$ cat config.mk
export PLATFORM = sky130hd
export DESIGN_NAME = sr_cmd_debouncer_flat
export DESIGN_NICKNAME = d
export VERILOG_FILES = /design/src/rtl/sr_cmd_debouncer_if.sv /design/src/rtl/sr_cmd_debouncer.sv /design/src/flat_wrapper.sv
export SDC_FILE = /design/constraint.sdc
export NUM_CORES = 1
export LEC_CHECK = 0
export CAP_MARGIN = 5
export CORE_UTILIZATION = 44
export CTS_CLUSTER_DIAMETER = 200
export DETAILED_ROUTE_END_ITERATION = 12
export HOLD_SLACK_MARGIN = 0.02
export PLACE_DENSITY = 0.69
export SETUP_SLACK_MARGIN = 0.5
export SLEW_MARGIN = 20
export SYNTH_ARGS = -nofsm -noshare
export SYNTH_HDL_FRONTEND = slang
export SYNTH_SLANG_ARGS = --single-unit
export TNS_END_PERCENT = 5
$ cat constraint.sdc
create_clock -name clk -period 1 [get_ports clk]
set_input_delay 0.2 -clock clk [delete_from_list [all_inputs] [get_ports clk]]
set_output_delay 0.2 -clock clk [all_outputs]
set_load 0.05 [all_outputs]
$ cat src/rtl/sr_cmd_debouncer_if.sv
// Command bus between the button front end and the SR latch driver:
// raw button levels flow in, the clean S/R pulses and status flow out.
interface sr_cmd_debouncer_if;
    logic set_btn;
    logic rst_btn;
    logic S;
    logic R;
    logic busy;
    logic conflict;

    modport master (
        output set_btn,
        output rst_btn,
        input  S,
        input  R,
        input  busy,
        input  conflict
    );

    modport slave (
        input  set_btn,
        input  rst_btn,
        output S,
        output R,
        output busy,
        output conflict
    );
endinterface

$ cat src/rtl/sr_cmd_debouncer.sv
// Synchronises and debounces the set/reset buttons, then turns each accepted
// press into a fixed-length S or R pulse; simultaneous presses are rejected.
module sr_cmd_debouncer #(
    parameter int DEBOUNCE_CYCLES = 4,
    parameter int PULSE_LEN       = 1
) (
    input  logic               clk,
    input  logic               rst_n,
    sr_cmd_debouncer_if.slave  bus,
    output logic [1:0]         state_dbg_o
);
    typedef enum logic [1:0] {IDLE = 2'd0, SET_P = 2'd1, RST_P = 2'd2, CONFL = 2'd3} state_e;

    localparam int CW = $clog2(DEBOUNCE_CYCLES) + 1;
    localparam int PW = $clog2(PULSE_LEN) + 1;
    localparam logic [CW-1:0] CNT_MAX  = CW'(DEBOUNCE_CYCLES - 1);
    localparam logic [CW-1:0] CNT_ONE  = CW'(1);
    localparam logic [PW-1:0] PCNT_MAX = PW'(PULSE_LEN - 1);
    localparam logic [PW-1:0] PCNT_ONE = PW'(1);

    // Channel index 0 is the set button, index 1 is the reset button.
    logic [1:0]          sync1_q, sync2_q;
    logic [1:0]          stable_q, stable_d;
    logic [1:0]          pend_q, pend_d;
    logic [1:0]          rise;
    logic [1:0][CW-1:0]  cnt_q, cnt_d;
    logic [PW-1:0]       pcnt_q, pcnt_d;
    state_e              state_q, state_d;
    logic                s_q, r_q, busy_q, conf_q;
    logic                s_d, r_d, busy_d, conf_d;

    // State register: everything, outputs included, updates on the rising edge.
    always_ff @(posedge clk) begin
        if (!rst_n) begin
            sync1_q  <= '0;
            sync2_q  <= '0;
            stable_q <= '0;
            pend_q   <= '0;
            cnt_q    <= '0;
            pcnt_q   <= '0;
            state_q  <= IDLE;
            s_q      <= 1'b0;
            r_q      <= 1'b0;
            busy_q   <= 1'b0;
            conf_q   <= 1'b0;
        end else begin
            sync1_q  <= {bus.rst_btn, bus.set_btn};
            sync2_q  <= sync1_q;
            stable_q <= stable_d;
            pend_q   <= pend_d;
            cnt_q    <= cnt_d;
            pcnt_q   <= pcnt_d;
            state_q  <= state_d;
            s_q      <= s_d;
            r_q      <= r_d;
            busy_q   <= busy_d;
            conf_q   <= conf_d;
        end
    end

    // Debounce: the stable level follows sync2 only after it has differed
    // for DEBOUNCE_CYCLES consecutive cycles; any bounce back restarts.
    always_comb begin
        stable_d = stable_q;
        cnt_d    = '0;
        for (int i = 0; i < 2; i++) begin
            if (sync2_q[i] != stable_q[i]) begin
                if (cnt_q[i] == CNT_MAX) begin
                    stable_d[i] = sync2_q[i];
                end else begin
                    cnt_d[i] = cnt_q[i] + CNT_ONE;
                end
            end
        end
        rise = stable_d & ~stable_q;
    end

    // Next-state logic; a fresh press on the same edge as a consume wins.
    always_comb begin
        state_d = state_q;
        pcnt_d  = pcnt_q;
        pend_d  = pend_q;
        case (state_q)
            IDLE: begin
                if (pend_q == 2'b11) begin
                    state_d = CONFL;
                    pend_d  = 2'b00;
                end else if (pend_q[0]) begin
                    state_d   = SET_P;
                    pend_d[0] = 1'b0;
                    pcnt_d    = '0;
                end else if (pend_q[1]) begin
                    state_d   = RST_P;
                    pend_d[1] = 1'b0;
                    pcnt_d    = '0;
                end
            end
            SET_P, RST_P: begin
                if (pcnt_q == PCNT_MAX) begin
                    state_d = IDLE;
                end else begin
                    pcnt_d = pcnt_q + PCNT_ONE;
                end
            end
            CONFL:   state_d = IDLE;
            default: state_d = IDLE;
        endcase
        pend_d = pend_d | rise;
    end

    // Output decode from the next state so the registered outputs track state_q.
    always_comb begin
        s_d    = (state_d == SET_P);
        r_d    = (state_d == RST_P);
        conf_d = (state_d == CONFL);
        busy_d = (state_d != IDLE);
    end

    assign bus.S        = s_q;
    assign bus.R        = r_q;
    assign bus.busy     = busy_q;
    assign bus.conflict = conf_q;
    assign state_dbg_o  = state_q;
endmodule

$ cat src/flat_wrapper.sv
// flat-port wrapper written by rule: the top's interface ports become plain ports
module sr_cmd_debouncer_flat 
#(
    parameter int DEBOUNCE_CYCLES = 4,
    parameter int PULSE_LEN       = 1
)
  (clk, rst_n, state_dbg_o, bus_set_btn, bus_rst_btn, bus_S, bus_R, bus_busy, bus_conflict);
  sr_cmd_debouncer_if bus_i ();
  input  logic clk;
  input  logic rst_n;
  output logic [1:0] state_dbg_o;
  input wire logic [$bits(bus_i.set_btn)-1:0] bus_set_btn;
  input wire logic [$bits(bus_i.rst_btn)-1:0] bus_rst_btn;
  output wire logic [$bits(bus_i.S)-1:0] bus_S;
  output wire logic [$bits(bus_i.R)-1:0] bus_R;
  output wire logic [$bits(bus_i.busy)-1:0] bus_busy;
  output wire logic [$bits(bus_i.conflict)-1:0] bus_conflict;
  assign bus_i.set_btn = bus_set_btn;
  assign bus_i.rst_btn = bus_rst_btn;
  assign bus_S = bus_i.S;
  assign bus_R = bus_i.R;
  assign bus_busy = bus_i.busy;
  assign bus_conflict = bus_i.conflict;
  sr_cmd_debouncer #(.DEBOUNCE_CYCLES(DEBOUNCE_CYCLES), .PULSE_LEN(PULSE_LEN)) u_core (.clk(clk), .rst_n(rst_n), .bus(bus_i), .state_dbg_o(state_dbg_o));
endmodule
-- Word-level counts from Yosys, hierarchy flattened
Cells that the tools add are included.
- shift-type cells: 0
- $lt $le $gt $ge: 0
- $add $sub $neg: 3
- reductions and logical operators: 7
- bitwise operators: 6
- multiply operators: 0
- eq/ne operators: 13
- multiplexer cells: 17
- divide/modulo/power cells: 0
- operators by type and width (kind ; count):
    2-to-1 mux 2 bit ; 6
    == test 2 bit (second input constant) ; 5
    2-to-1 mux 1 bit ; 9
    adder 3 x 1 -> 3 bit (second input constant) ; 2
    == test 3 x 2 -> 1 bit (second input constant) ; 2
    case mux 2 bit (3 select lines) ; 1
    OR reduction 3 bit ; 2
    == test 2 x 1 -> 1 bit (second input constant) ; 2
    nonzero test 2 bit ; 2
    inequality test 3 x 1 -> 1 bit (second input constant) ; 1
    inverter 1 bit ; 3
    AND reduction 3 bit ; 1
    bitwise AND 2 bit ; 1
    logical NOT 2 bit ; 1
    inequality test 1 bit ; 2
    inequality test 2 bit (second input constant) ; 1
    inverter 2 bit ; 1
    OR 2 bit ; 1
    case mux 1 bit (2 select lines) ; 1
    OR reduction 2 bit ; 1
    adder 1 bit (second input constant) ; 1
- register bits: 21
- logic and storage cells: 58
- bits in latches: 0
- input port bits: 4
- output and inout bits: 6
- bits in writable memories: 0
- memories kept: 0
- ROM bits: 0

-- Depth between registers and ports, before layout
- depth after elaboration: 5
- gate-level depth with buffers: 4
- gate-level depth less buffers: 4

-- Worst setup path after synthesis
No wires, ideal clock.
- kind: register -> register
- start: register u_core.state_q[0] (netlist: u_core.state_dbg_o[0])
- end: register u_core.conf_q (netlist: u_core.bus.conflict)
- arrival time: 1.035 ns
- path buffers: 0
- period minus slack after synthesis: 1.151 ns
- path slack: -0.151 ns
- stages on the path, launching flop included: 3
- path through: dfxtp_1 > nor2_1 > and4_1
- word-level cells in the longest chain between the ends: 5
- elaborated cells on any way between the ends: 11
- those cells by class: eq/ne (4); mux (5); reduce/logical (2)
- RTL lines (what ; RTL line ; RTL):
    from (decl) ; sr_cmd_debouncer.sv:28 ; state_e state_q, state_d;
    from (signal assigned) ; sr_cmd_debouncer.sv:53 ; state_q <= state_d;
    2-to-1 mux 2 bit ; sr_cmd_debouncer.sv:92 ; end else if (pend_q[1]) begin
    2-to-1 mux 2 bit ; sr_cmd_debouncer.sv:88 ; end else if (pend_q[0]) begin
    2-to-1 mux 2 bit ; sr_cmd_debouncer.sv:85 ; if (pend_q == 2'b11) begin
    case mux 2 bit (3 select lines) (*) ; sr_cmd_debouncer.sv:83 ; case (state_q)
    == test 2 bit (*) ; sr_cmd_debouncer.sv:115 ; conf_d = (state_d == CONFL);
    to (signal assigned) ; sr_cmd_debouncer.sv:57 ; conf_q <= conf_d;
    to (decl) ; sr_cmd_debouncer.sv:29 ; logic s_q, r_q, busy_q, conf_q;
Mark *: on every way between the ends. The rest lies on a longest branch, timed or not.
A chain may end at the register's enable or synchronous reset.

-- Worst setup path in the final report
- start: register u_core.state_q[0] (netlist: u_core.state_dbg_o[0])
- end: output state_dbg_o[0]
- RTL lines (what ; RTL line ; RTL):
    to (decl) ; flat_wrapper.sv:11 ; output logic [1:0] state_dbg_o;
No word-level cell between the ends.

==> flow_summary.toml <==
[status]
outcome = "complete, but fails checks"
violations = "setup timing"

[layout]
area_growth_pct = 50.9
diodes = 0
fin_util = 0.751
drive_above_1_share = 0.562
final_nets = 82
postLayoutCellArea_um2 = 1040

[power]
vdd_ir_drop_max_mv = 1.43
p_per_area_nw_per_um2 = 1440
p_total_w = 0.00149
p_leak_nw = 0.377

[sta]
rsz0062_at_grt = "true"
finalHoldViolations = 0
final.period_utilization = 1.03
setup_viol = 7
tightest_slew_ns = 0.249
fmax_ghz = 0.971
relSlewSlack = 0.833
setup_slack_ns = -0.0295
finalMaxSlewViolations = 0
finClkSkew_ns = 0.00227
period_minus_slack_ns = 1.03

[detailed_routing]
drc = 0
first_iter_violations = 6
routed_via_density = 5.28
via_count = 465
drtAntennaViolNets = 0
dr.pass1.iters = 4
wl_mm = 1.03
wl_per_cell_um = 11.7

[hold_path]
min_path_type = "in -> reg"

[logic_synthesis]
syn-num-nets = 64
ys_ff_latch = 20
synth.area.top_cells = "dfxtp_1 (58%), ha_1 (7.3%), nor4b_2 (4.4%), and2_1 (3.6%), and4bb_2 (3.6%)"
synth.cell_area_um2 = 688
synth_compound_area_frac = 0.0255
synthMuxAreaShare = 0.0291
synth-edff-count = 0
synth_fa_ha_area_frac = 0.0727
synthXorXnorAreaFrac = 0.0255
post-synth-top-count-cell = "dfxtp_1"
async_reset_ff_frac = 0
seq_area_frac_synth = 0.582
synth.largest_area_cell = "dfxtp_1"
synthFlopType = "dfxtp_1"
synth_top_family_by_area = "simple AND/OR/NAND/NOR gates"
ys.warnings.count = 0
synthDistinctLibCells = 19
netlist_instances = 56
ys_top_cells_by_count = "dfxtp_1 (20), and2_1 (4), ha_1 (4)"
synth.avg_cell_area_um2 = 12.3
synth_simple_gate_area_share = 0.247
synth_top_area_frac = 0.582

[clock_network]
clock_latency_ns = 0.29
htreeDepth = 1
root_buffer = "clkbuf_4"
cts_tree = "yes"
clkTransAtPathRegs_ns = 0.11
clk_path_buf_depth = 2
cts_hold_buf = 0
clock_sinks = 20
cts-buffers-inserted = 3

[critical_path]
start_kind = "flip-flop"
end_kind = "output port"
path_buf_inv = 1
crit_slowest_cell = "dfxtp_4"
path_delay_family = "flip-flops"
arrival_ns = 0.83
worstPathRequired_ns = 0.80
r2r_slack_ns = -0.03
worstPathMaxFanout = 6
path_class = "reg -> out"
path_cells = "buf_12"
critical_path.max_stage_delay_ns = 0.40

[placement]
hpwl_um = 812
postPlaceCellArea_um2 = 953
place_congestion = 0.710
portBuffers = 9

[global_routing]
grt_pass1_vias = 465
grt.total_usage = 0.147
grt_max_degree = 13
antenna_found_initial = 0
grt_overflow = 0
grt_pass1_wl_mm = 1.93

[die]
die_w_um = 41.5
fp.dieH_um = 41.5
core_um2 = 1380
die-area_um2 = 1730
initial_core_util = 0.498
pin_count = 10
rows = 13

[flow_run]
maxCapViolations = 0
## cells by family after synthesis
family	Yosys count
compound gates	3
simple gates	22
fa+ha+maj	4
buf+inv	3
flops	20
mux	2
xor+xnor	2
## cell type report
type                            instances  area, um2
Tap cell                               15       18.8
Timing Repair Buffer                   14        193
Multi-Input combinational cell         33        344
Fill cell                             100        344
Clock buffer                            3       22.5
Clock inverter                          1       30.0
Sequential cell                        20        423
Inverter                                2       7.51
## final timing paths
path / start / endpoint / depth (start not counted)
hold / removal: bus_rst_btn / u_core.sync1_q[1] / 2
hold reg to reg: u_core.pend_q[0] / u_core.bus.R / 1
setup / recovery: u_core.state_dbg_o[0] / state_dbg_o[0] / 1
setup reg to reg: u_core.cnt_q[3] / u_core.cnt_q[3] / 3
## report_power, final
part	switching, W	leakage, nW	internal (W)
Combinational	0.0000173	0.179	0.0000340
Sequential	0.00000664	0.169	0.000801
Clock	0.000231	0.0279	0.000405
## per-stage QoR
stage,instances,TNS [ns],setup WS [ns],hold slack (ns)
finish,88,-0.109,-0.0295,0.215
global route,88,-0.596,-0.0752,0.209
CTS,88,-0.250,-0.0548,0.204
detailed placement,84,-2.19,-0.225,0.423
global placement,84,-1.84,-0.183,0.415
floorplan,56,0,0.0148,0.327
## registers in the layout, indices dropped and copies added, names as in the netlist
signal	flops
u_core.cnt_q	6
u_core.pend_q	2
u_core.stable_q	2
u_core.state_dbg_o	2
u_core.sync1_q	2
u_core.sync2_q	2
u_core.bus.R	1
u_core.bus.S	1
u_core.bus.busy	1
u_core.bus.conflict	1
## per-layer routing
metal / part of all wire / wire length, um / up-vias / GRT usage
li1: - / - / 237 / -
met1: 0.44 / 452 / 216 / 0.169
met2: 0.52 / 540 / 10 / 0.247
met3: 0.024 / 25 / 2 / 0.0261
met4: 0.012 / 12 / 0 / 0.0968
met5: 0 / 0 / - / 0
## cell usage in the layout (no fill, tap or decap)
cell             instances
nor4_1                   2
dfxtp_4                  2
xnor2_1                  1
dlygate4sd2_1            2
and2_4                   1
dfxtp_1                  6
o21ai_1                  2
clkdlybuf4s15_1          1
and2_1                   3
clkbuf_4                 3
buf_4                    3
nor2b_1                  2
nor4b_1                  1
buf_12                   6
bufinv_16                1
buf_6                    2
ha_4                     4
nor4b_2                  3
nor3_1                   2
mux2i_1                  2
and4_1                   1
nor2_1                   1
nand2_1                  1
a21boi_1                 1
and4bb_2                 2
inv_1                    2
nand2_2                  1
xnor2_2                  1
nand4b_1                 2
dfxtp_2                 12
## repair_timing
item,4_1_cts,5_1_grt
setup buffers,0,0
resized for setup,18,4
endpoints found under the setup margin,26,25
pin swaps,12,4
(Power assumes the default switching activity.)
